`config.mk`:
```
export PLATFORM = sky130hd
export DESIGN_NAME = lif_tdm_scheduler_flat
export DESIGN_NICKNAME = d
export VERILOG_FILES = /design/src/rtl/lif_tdm_scheduler_pkg.sv /design/src/rtl/lif_tdm_scheduler_if.sv /design/src/rtl/lif_tdm_scheduler_sat_acc.sv /design/src/rtl/lif_tdm_scheduler.sv /design/src/flat_wrapper.sv
export SDC_FILE = /design/constraint.sdc
export NUM_CORES = 1
export LEC_CHECK = 0
export ABC_AREA = 1
export CAP_MARGIN = 5
export CORE_MARGIN = 5
export CORE_UTILIZATION = 31
export CTS_CLUSTER_SIZE = 28
export DETAILED_ROUTE_END_ITERATION = 10
export PLACE_DENSITY = 0.59
export REMOVE_ABC_BUFFERS = 1
export SLEW_MARGIN = 40
export SYNTH_ARGS = -nofsm -noshare
export SYNTH_HDL_FRONTEND = slang
export SYNTH_HIERARCHICAL = 1
export SYNTH_SLANG_ARGS = --single-unit
```
`constraint.sdc`:
```
create_clock -name clk -period 3.1 [get_ports clk]
set_clock_uncertainty 0.1 [all_clocks]
set_input_delay 0.62 -clock clk [delete_from_list [all_inputs] [get_ports clk]]
set_output_delay 0.62 -clock clk [all_outputs]
set_load 0.05 [all_outputs]
```
`src/rtl/lif_tdm_scheduler_pkg.sv`:
```
// Shared types and constants for the LIF time-multiplexed scheduler.
// Holds the FSM encoding, the per-neuron state record and the accumulator saturation bounds.
package lif_pkg;

    localparam int DEF_NUM_NEURONS  = 4;
    localparam int DEF_WEIGHT_WIDTH = 8;
    localparam int DATA_WIDTH       = 16;
    localparam int ACC_WIDTH        = 12;
    localparam int REFR_WIDTH       = 3;

    localparam logic [ACC_WIDTH-1:0] ACC_MAX = {1'b0, {(ACC_WIDTH-1){1'b1}}};
    localparam logic [ACC_WIDTH-1:0] ACC_MIN = {1'b1, {(ACC_WIDTH-1){1'b0}}};

    typedef enum logic [2:0] {
        S_IDLE,
        S_ISSUE,
        S_WAIT,
        S_WB,
        S_DONE
    } state_t;

    typedef struct packed {
        logic [DATA_WIDTH-1:0] v;
        logic [REFR_WIDTH-1:0] refr;
    } neuron_t;

endpackage

```
`src/rtl/lif_tdm_scheduler_if.sv`:
```
// Request/result bus between the scheduler (master) and the shared LIF update datapath (slave).
// dp_valid and the dp_* request fields hold steady until the datapath answers with dp_done.
interface lif_tdm_scheduler_if;
    import lif_pkg::*;

    logic                  dp_valid;
    logic [DATA_WIDTH-1:0] dp_v;
    logic [ACC_WIDTH-1:0]  dp_input;
    logic [REFR_WIDTH-1:0] dp_refr;
    logic                  dp_done;
    logic [DATA_WIDTH-1:0] dp_v_nxt;
    logic [REFR_WIDTH-1:0] dp_refr_nxt;
    logic                  dp_spike;

    modport master (
        output dp_valid, dp_v, dp_input, dp_refr,
        input  dp_done, dp_v_nxt, dp_refr_nxt, dp_spike
    );

    modport slave (
        input  dp_valid, dp_v, dp_input, dp_refr,
        output dp_done, dp_v_nxt, dp_refr_nxt, dp_spike
    );

endinterface

```
`src/rtl/lif_tdm_scheduler_sat_acc.sv`:
```
// Combinational signed saturating add of one input weight into an accumulator word.
// Zero latency; clamps to [ACC_MIN, ACC_MAX] instead of wrapping.
module lif_sat_acc
    import lif_pkg::*;
#(
    parameter int WEIGHT_WIDTH = DEF_WEIGHT_WIDTH
) (
    input  logic [ACC_WIDTH-1:0]    acc,
    input  logic [WEIGHT_WIDTH-1:0] weight,
    output logic [ACC_WIDTH-1:0]    sum
);

    logic [ACC_WIDTH:0] wide;

    // One guard bit: overflow shows up as disagreement between the top two bits.
    always_comb begin
        wide = {acc[ACC_WIDTH-1], acc}
             + {{(ACC_WIDTH+1-WEIGHT_WIDTH){weight[WEIGHT_WIDTH-1]}}, weight};
        if (wide[ACC_WIDTH] != wide[ACC_WIDTH-1]) begin
            sum = wide[ACC_WIDTH] ? ACC_MIN : ACC_MAX;
        end else begin
            sum = wide[ACC_WIDTH-1:0];
        end
    end

endmodule

```
`src/rtl/lif_tdm_scheduler.sv`:
```
// Sweeps NUM_NEURONS virtual LIF neurons through one shared datapath per tick (3 cycles/neuron + 1).
// Waits indefinitely on dp_done; ticks arriving mid-sweep are dropped and flagged as overrun.
module lif_tdm_scheduler
    import lif_pkg::*;
#(
    parameter int NUM_NEURONS  = DEF_NUM_NEURONS,
    parameter int WEIGHT_WIDTH = DEF_WEIGHT_WIDTH,
    parameter int IDX_WIDTH    = $clog2(NUM_NEURONS)
) (
    input  logic                    clk,
    input  logic                    rst,
    input  logic                    tick,
    input  logic                    in_wr,
    input  logic [IDX_WIDTH-1:0]    in_addr,
    input  logic [WEIGHT_WIDTH-1:0] in_data,
    lif_tdm_scheduler_if.master     dp,
    output logic                    spike_valid,
    output logic [IDX_WIDTH-1:0]    spike_id,
    output logic                    busy,
    output logic                    sweep_done,
    output logic [15:0]             ts_count,
    output logic                    overrun
);

    state_t               state;
    logic [IDX_WIDTH-1:0] idx;
    neuron_t              cap;
    neuron_t              nst [NUM_NEURONS];
    logic [ACC_WIDTH-1:0] acc [NUM_NEURONS];
    logic [ACC_WIDTH-1:0] acc_sum;
    logic [ACC_WIDTH-1:0] in_sext;

    assign in_sext = {{(ACC_WIDTH-WEIGHT_WIDTH){in_data[WEIGHT_WIDTH-1]}}, in_data};

    lif_sat_acc #(
        .WEIGHT_WIDTH (WEIGHT_WIDTH)
    ) u_sat_acc (
        .acc    (acc[in_addr]),
        .weight (in_data),
        .sum    (acc_sum)
    );

    // A write that collides with the ISSUE-cycle clear starts the next timestep's sum.
    always_ff @(posedge clk) begin
        for (int i = 0; i < NUM_NEURONS; i++) begin
            if (rst) begin
                acc[i] <= '0;
            end else if (in_wr && in_addr == IDX_WIDTH'(i)) begin
                acc[i] <= (state == S_ISSUE && idx == IDX_WIDTH'(i)) ? in_sext : acc_sum;
            end else if (state == S_ISSUE && idx == IDX_WIDTH'(i)) begin
                acc[i] <= '0;
            end
        end
    end

    always_ff @(posedge clk) begin
        if (rst) begin
            state       <= S_IDLE;
            idx         <= '0;
            cap         <= '0;
            for (int i = 0; i < NUM_NEURONS; i++) begin
                nst[i] <= '0;
            end
            dp.dp_valid <= 1'b0;
            dp.dp_v     <= '0;
            dp.dp_input <= '0;
            dp.dp_refr  <= '0;
            spike_valid <= 1'b0;
            spike_id    <= '0;
            busy        <= 1'b0;
            sweep_done  <= 1'b0;
            ts_count    <= '0;
            overrun     <= 1'b0;
        end else begin
            spike_valid <= 1'b0;
            sweep_done  <= 1'b0;
            if (tick && state != S_IDLE) begin
                overrun <= 1'b1;
            end
            unique case (state)
                S_IDLE: begin
                    if (tick) begin
                        state <= S_ISSUE;
                        idx   <= '0;
                        busy  <= 1'b1;
                    end
                end
                S_ISSUE: begin
                    dp.dp_valid <= 1'b1;
                    dp.dp_v     <= nst[idx].v;
                    dp.dp_input <= acc[idx];
                    dp.dp_refr  <= nst[idx].refr;
                    state       <= S_WAIT;
                end
                S_WAIT: begin
                    if (dp.dp_done) begin
                        cap.v       <= dp.dp_v_nxt;
                        cap.refr    <= dp.dp_refr_nxt;
                        dp.dp_valid <= 1'b0;
                        spike_valid <= dp.dp_spike;
                        if (dp.dp_spike) begin
                            spike_id <= idx;
                        end
                        state <= S_WB;
                    end
                end
                S_WB: begin
                    nst[idx] <= cap;
                    if (idx == IDX_WIDTH'(NUM_NEURONS - 1)) begin
                        state      <= S_DONE;
                        sweep_done <= 1'b1;
                        ts_count   <= ts_count + 16'd1;
                    end else begin
                        idx   <= idx + IDX_WIDTH'(1);
                        state <= S_ISSUE;
                    end
                end
                S_DONE: begin
                    busy  <= 1'b0;
                    state <= S_IDLE;
                end
                default: state <= S_IDLE;
            endcase
        end
    end

endmodule

```
`src/flat_wrapper.sv`:
```
// flat-port wrapper written by rule: the top's interface ports become plain ports
module lif_tdm_scheduler_flat import lif_pkg::*;
#(
    parameter int NUM_NEURONS  = DEF_NUM_NEURONS,
    parameter int WEIGHT_WIDTH = DEF_WEIGHT_WIDTH,
    parameter int IDX_WIDTH    = $clog2(NUM_NEURONS)
)
  (clk, rst, tick, in_wr, in_addr, in_data, spike_valid, spike_id, busy, sweep_done, ts_count, overrun, dp_dp_valid, dp_dp_v, dp_dp_input, dp_dp_refr, dp_dp_done, dp_dp_v_nxt, dp_dp_refr_nxt, dp_dp_spike);
  lif_tdm_scheduler_if dp_i ();
  input  logic clk;
  input  logic rst;
  input  logic tick;
  input  logic in_wr;
  input  logic [IDX_WIDTH-1:0] in_addr;
  input  logic [WEIGHT_WIDTH-1:0] in_data;
  output logic spike_valid;
  output logic [IDX_WIDTH-1:0] spike_id;
  output logic busy;
  output logic sweep_done;
  output logic [15:0] ts_count;
  output logic overrun;
  output wire logic [$bits(dp_i.dp_valid)-1:0] dp_dp_valid;
  output wire logic [$bits(dp_i.dp_v)-1:0] dp_dp_v;
  output wire logic [$bits(dp_i.dp_input)-1:0] dp_dp_input;
  output wire logic [$bits(dp_i.dp_refr)-1:0] dp_dp_refr;
  input wire logic [$bits(dp_i.dp_done)-1:0] dp_dp_done;
  input wire logic [$bits(dp_i.dp_v_nxt)-1:0] dp_dp_v_nxt;
  input wire logic [$bits(dp_i.dp_refr_nxt)-1:0] dp_dp_refr_nxt;
  input wire logic [$bits(dp_i.dp_spike)-1:0] dp_dp_spike;
  assign dp_dp_valid = dp_i.dp_valid;
  assign dp_dp_v = dp_i.dp_v;
  assign dp_dp_input = dp_i.dp_input;
  assign dp_dp_refr = dp_i.dp_refr;
  assign dp_i.dp_done = dp_dp_done;
  assign dp_i.dp_v_nxt = dp_dp_v_nxt;
  assign dp_i.dp_refr_nxt = dp_dp_refr_nxt;
  assign dp_i.dp_spike = dp_dp_spike;
  lif_tdm_scheduler #(.NUM_NEURONS(NUM_NEURONS), .WEIGHT_WIDTH(WEIGHT_WIDTH), .IDX_WIDTH(IDX_WIDTH)) u_core (.clk(clk), .rst(rst), .tick(tick), .in_wr(in_wr), .in_addr(in_addr), .in_data(in_data), .dp(dp_i), .spike_valid(spike_valid), .spike_id(spike_id), .busy(busy), .sweep_done(sweep_done), .ts_count(ts_count), .overrun(overrun));
endmodule
```
After elaboration in Yosys (flattened, before gate mapping)
Memory sizes are Yosys's and may differ from the RTL's. A register that Yosys moved wholly into a read port is not among the register bits.
Index checks and enable logic that the tools add are counted.

operators by class
  add/subtract/negate cells = 3
  equal/unequal tests = 14
  mux-type cells = 62
  bitwise gates (word level) = 11
  reductions and logical operators = 26

operators by type and width
  cell                   count
  $mux 12                14
  $mux 1                 37
  $mux 19                1
  $reduce_or 19->1       1
  $add 16x1->16 const B  1
  $add 12x8->13          1
  $pmux 3 s4             1
  $reduce_and 2->1       5
  $logic_and 1x1->1      9
  $mux 3                 3
  $eq 2x2->1 const B     4
  $or 1x1->1             8
  $eq 3x2->1 const B     2
  $mux 2                 3
  $ne 2x2->1 const B     3
  $reduce_and 3->1       2
  $reduce_bool 2->1      3
  $eq 2x1->1 const B     2
  $logic_not 2->1        2
  $pmux 1 s2             2
  $pmux 2 s2             1
  $eq 3x1->1 const B     1
  $eq 3x3->1 const B     1
  $logic_not 3->1        1
  other kinds (6)        8

storage, ports and cells
  bits in registers = 47
  memory bits (writable) = 124
  bits of input ports = 35
  output and inout port bits = 54
  logic and storage cells = 129
  memories kept = 2

memories
  memory      words  bits a word  rd ports  clocked after Yosys merged registers in  write ports  RTL line                 text
  u_core.nst  4      19           1         1                                        4            lif_tdm_scheduler.sv:28  neuron_t nst [NUM_NEURONS];
  u_core.acc  4      12           2         1                                        4            lif_tdm_scheduler.sv:29  logic [ACC_WIDTH-1:0] acc [NUM_NEURONS];

Logic depth before layout (Yosys ltp)
  depth after elaboration = 7
  depth in mapped cells = 20
  depth with buffers taken out = 19

Cells and area by module
The synthesis kept the hierarchy.

by module, submodules not included
  module             instances  cells an instance  area an instance (µm²)  sequential area each (µm²)
  lif_tdm_scheduler  1          991                8964.8                  5285.1
  lif_sat_acc        1          150                787.0                   0.0

Least setup slack after synthesis
Ideal clock, no wire load.

  path type = in2reg
  from = input port in_addr[1]
  to = memory u_core.acc[2][3] (data pin)
  setup time = 0.259 ns
  arrival time = 2.834 ns
  required time = 2.741 ns
  setup slack = -0.093 ns
  cell stages on the path = 18
  buffers on the path = 2
  cell sequence = inv_2 nor2_2 buf_1 a22oi_1 o221ai_1 inv_1 fa_1 o21ai_2 nand2_1 nand3_1 nand2_1 nand2_2 inv_1 nand2_2 buf_6 nand2_1 o21ai_0 a21oi_1

RTL lines
  item         RTL line                 text
  from (decl)  flat_wrapper.sv:14       input logic [IDX_WIDTH-1:0] in_addr;
  to (decl)    lif_tdm_scheduler.sv:29

==> flow_metrics.env <==
export IMPL_synth_seq_cells=202
export IMPL_synth_area_sq_um=9752
export IMPL_finalHoldViolCount=0
export IMPL_grt_max_degree=40
export IMPL_hpwl_microns=18930
export IMPL_slew_headroom_pct=61.49
export IMPL_yosys_top_cells_area="edfxtp_1 (38%), dfxtp_1 (16%), nand2_1 (7.5%)"
export IMPL_syn_inst=1141
export IMPL_layout_drive_gt1_share_pct=13.38
export IMPL_drc_errors=0
export IMPL_avgSynthCellArea_sq_um=8.547
export IMPL_die_w_microns=187.4
export IMPL_grt_pass1_vias=8316
export IMPL_nNetsFinal=1329
export IMPL_crit_top_cell="nand2_1"
export IMPL_antennaDiodeCount=0
export IMPL_path_max_fanout=11
export IMPL_dr_first_iter_drc_count=614
export IMPL_crit_path_top_delay_cell="ha_4"
export IMPL_antenna_found_initial=0
export IMPL_via_per_inst=4.974
export IMPL_ir_worst_vdd_mv=0.4215
export IMPL_clock_latency_ns=0.51
export IMPL_placed_cell_area_sq_um=11410
export IMPL_tritoncts="built"
export IMPL_layout_commonest_cell="nand2_1"
export IMPL_die_area_sq_um=35100
export IMPL_track_usage_pct=15.47
export IMPL_max_stage_delay_ns=0.33
export IMPL_slew_violations=0
export IMPL_start_kind="input pin"
export IMPL_die_y_microns=187.4
export IMPL_grt_pass1_wl_microns=44420
export IMPL_rsz0062_at_grt="true"
export IMPL_core_sq_um=31310
export IMPL_yosys_area_top_type="edfxtp_1"
export IMPL_synth_cell_types=35
export IMPL_path_cells="clkbuf_2, nand2_4, clkinvlp_4, a22oi_2, o221ai_2, ha_4, nand2_1, inv_1, nand2_1, nand2_1, nand2_1, nand3_1, nand2_1, nand2_1, inv_1, nand2_4, nand2_1, nor2_1, a211oi_1"
export IMPL_vias=8431
export IMPL_ys_seq_area_share_pct=54.20
export IMPL_avgRoutedWirePerCell_microns=16.56
export IMPL_grt_overflow=0
export IMPL_hp_class="reg2reg"
export IMPL_final_cell_mix="nand2_1 (192), nor2_1 (169), inv_1 (124), edfxtp_1 (124), a21oi_1 (113)"
export IMPL_netlist_area_leader_share_pct=38.18
export IMPL_worstMarginPinSlew_ns=0.5759
export IMPL_cts_max_level=1
export IMPL_ant_nets=0
export IMPL_drt_wl_total_microns=28070
export IMPL_fin_crit_sh_pct=95.40
export IMPL_cts_root_buf="clkbuf_16"
export IMPL_gp_congestion=0.8476
export IMPL_outcome="complete, no violations"
export IMPL_finalInstanceArea_sq_um=12430
export IMPL_rows=65
export IMPL_cp_required_ns=3.25
export IMPL_arrival_ns=3.10
export IMPL_start_util_pct=31.14
export IMPL_cts_sinks=202
export IMPL_pwr_density_cell_nw_per_um2=624.8
export IMPL_fmax_mhz=338.1
export IMPL_pin_count=89
export IMPL_placed_cells=1646
export IMPL_setup_viol=0
export IMPL_power_uw=7767
export IMPL_crit_type="in2reg"
export IMPL_maxCapViolations=0
export IMPL_placement_io_buffers=88
export IMPL_p_leak_uw=0.004989
export IMPL_syn_to_final_growth_pct=27.47
export IMPL_path_clk_slew_ns=0.06
export IMPL_postCtsHoldBufs=0
export IMPL_period_needed_ns=2.957
export IMPL_yosysWarningCount=6
export IMPL_clk_path_buf_depth=3
export IMPL_drtPass1Iterations=5
export IMPL_finalNonFillerCells=1695
export IMPL_crit_path_end_kind="flip-flop"
export IMPL_cts_buffers=24
export IMPL_fin_tns_setup_ns=0
## critical path, delay by kind of cell
family,cells,cell delay (ns)
adders and majority gates,1,0.33
AOI/OAI and AO/OA,3,0.46
and+or+nand+nor,11,1.13
buffers and inverters,4,0.52
## logic make-up after synthesis
group	after synthesis	synth area share [%]
xor gates and xnor gates	8	0.7184
adders and majority gates	18	2.386
AOI/OAI and AO/OA	263	15.27
DFF	202	54.20
buffers and inverters	195	8.006
and+or+nand+nor	455	19.43
## power breakdown
group          internal, uW  switching [uW]
clock                  1780            1090
combinational           601            1140
sequential             3040             110
## synth_stat cells
master	number
nor2_1	170
buf_1	5
nor2_8	1
a21oi_1	115
ha_1	17
nor2_2	8
inv_2	14
dfxtp_1	78
buf_2	27
buf_6	2
inv_1	125
edfxtp_1	124
o21ai_1	22
nor3_1	7
nand2_1	196
nand3b_1	1
a22oi_1	13
a31oi_1	8
o21ai_0	58
o21ai_2	1
nand3_1	50
a211oi_1	5
nor3b_1	3
nor2_4	1
o221ai_1	8
nand3_4	1
fa_1	1
nor4_1	1
nand4_1	11
o211ai_1	32
xnor2_1	4
clkbuf_1	22
xor2_1	4
nand2_2	5
o2111ai_1	1
## timing repair
action                     in CTS  in global routing
pin swaps                       6                  3
gates resized for setup        17                 20
cloned                          1                  0
buffers inserted                3                  2
setup endpoints to repair      44                 44
## through the flow
| stage | hold WS (ns) | worst slack, ns | util (%) |
|---|---|---|---|
| after floorplan | 0.3900 | -0.2293 | - |
| after global placement | 0.3451 | -0.7837 | 36.46 |
| after detailed placement | 0.3406 | -0.8203 | 36.46 |
| after CTS | 0.3539 | 0.002023 | 39.42 |
| after global routing | 0.3748 | -0.003925 | 39.70 |
| final | 0.3493 | 0.1426 | 39.70 |
## per-layer routing
metal / share of wire, % / track usage (%) / vias to the layer above
met5: 0 / 0 / -
met4: 2.0 / 4.067 / 0
met3: 6.2 / 2.744 / 44
met2: 47 / 25.49 / 271
met1: 45 / 21.11 / 4009
li1: - / - / 4107
## layout make-up
class	count	area, sq um
timing repair buffer	164	1441
sequential	202	5286
timing repair inverter	1	7.507
fill	3112	18880
inverter	139	524.3
tap	402	503.0
multi-input combinational	744	3855
clock inverter	14	142.6
clock buffer	29	670.6
## registers in the layout, indices dropped and copies added (netlist names)
| signal | flops |
|---|---|
| u_core/dp.dp_refr | 3 |
| u_core/spike_id | 2 |
| u_core/nst | 76 |
| u_core/cap | 19 |
| u_core/state | 3 |
| u_core/spike_valid | 1 |
| u_core/overrun | 1 |
| u_core/ts_count | 16 |
| u_core/sweep_done | 1 |
| u_core/dp.dp_v | 16 |
| u_core/dp.dp_valid | 1 |
| u_core/busy | 1 |
| u_core/idx | 2 |
| u_core/acc | 48 |
| u_core/dp.dp_input | 12 |
## final timing paths
path | from | endpoint | slack (ns) | cells past startpoint
worst max register to register | u_core/acc[3][6] | u_core/acc[2][4] | 0.35 | 16
worst min-delay path | u_core/spike_id[0] | u_core/spike_id[0] | 0.35 | 2
worst max-delay path | in_addr[0] | u_core/acc[2][4] | 0.14 | 19
worst min register to register | u_core/spike_id[0] | u_core/spike_id[0] | 0.35 | 2
No activity file was read; power rests on OpenSTA's default activity.
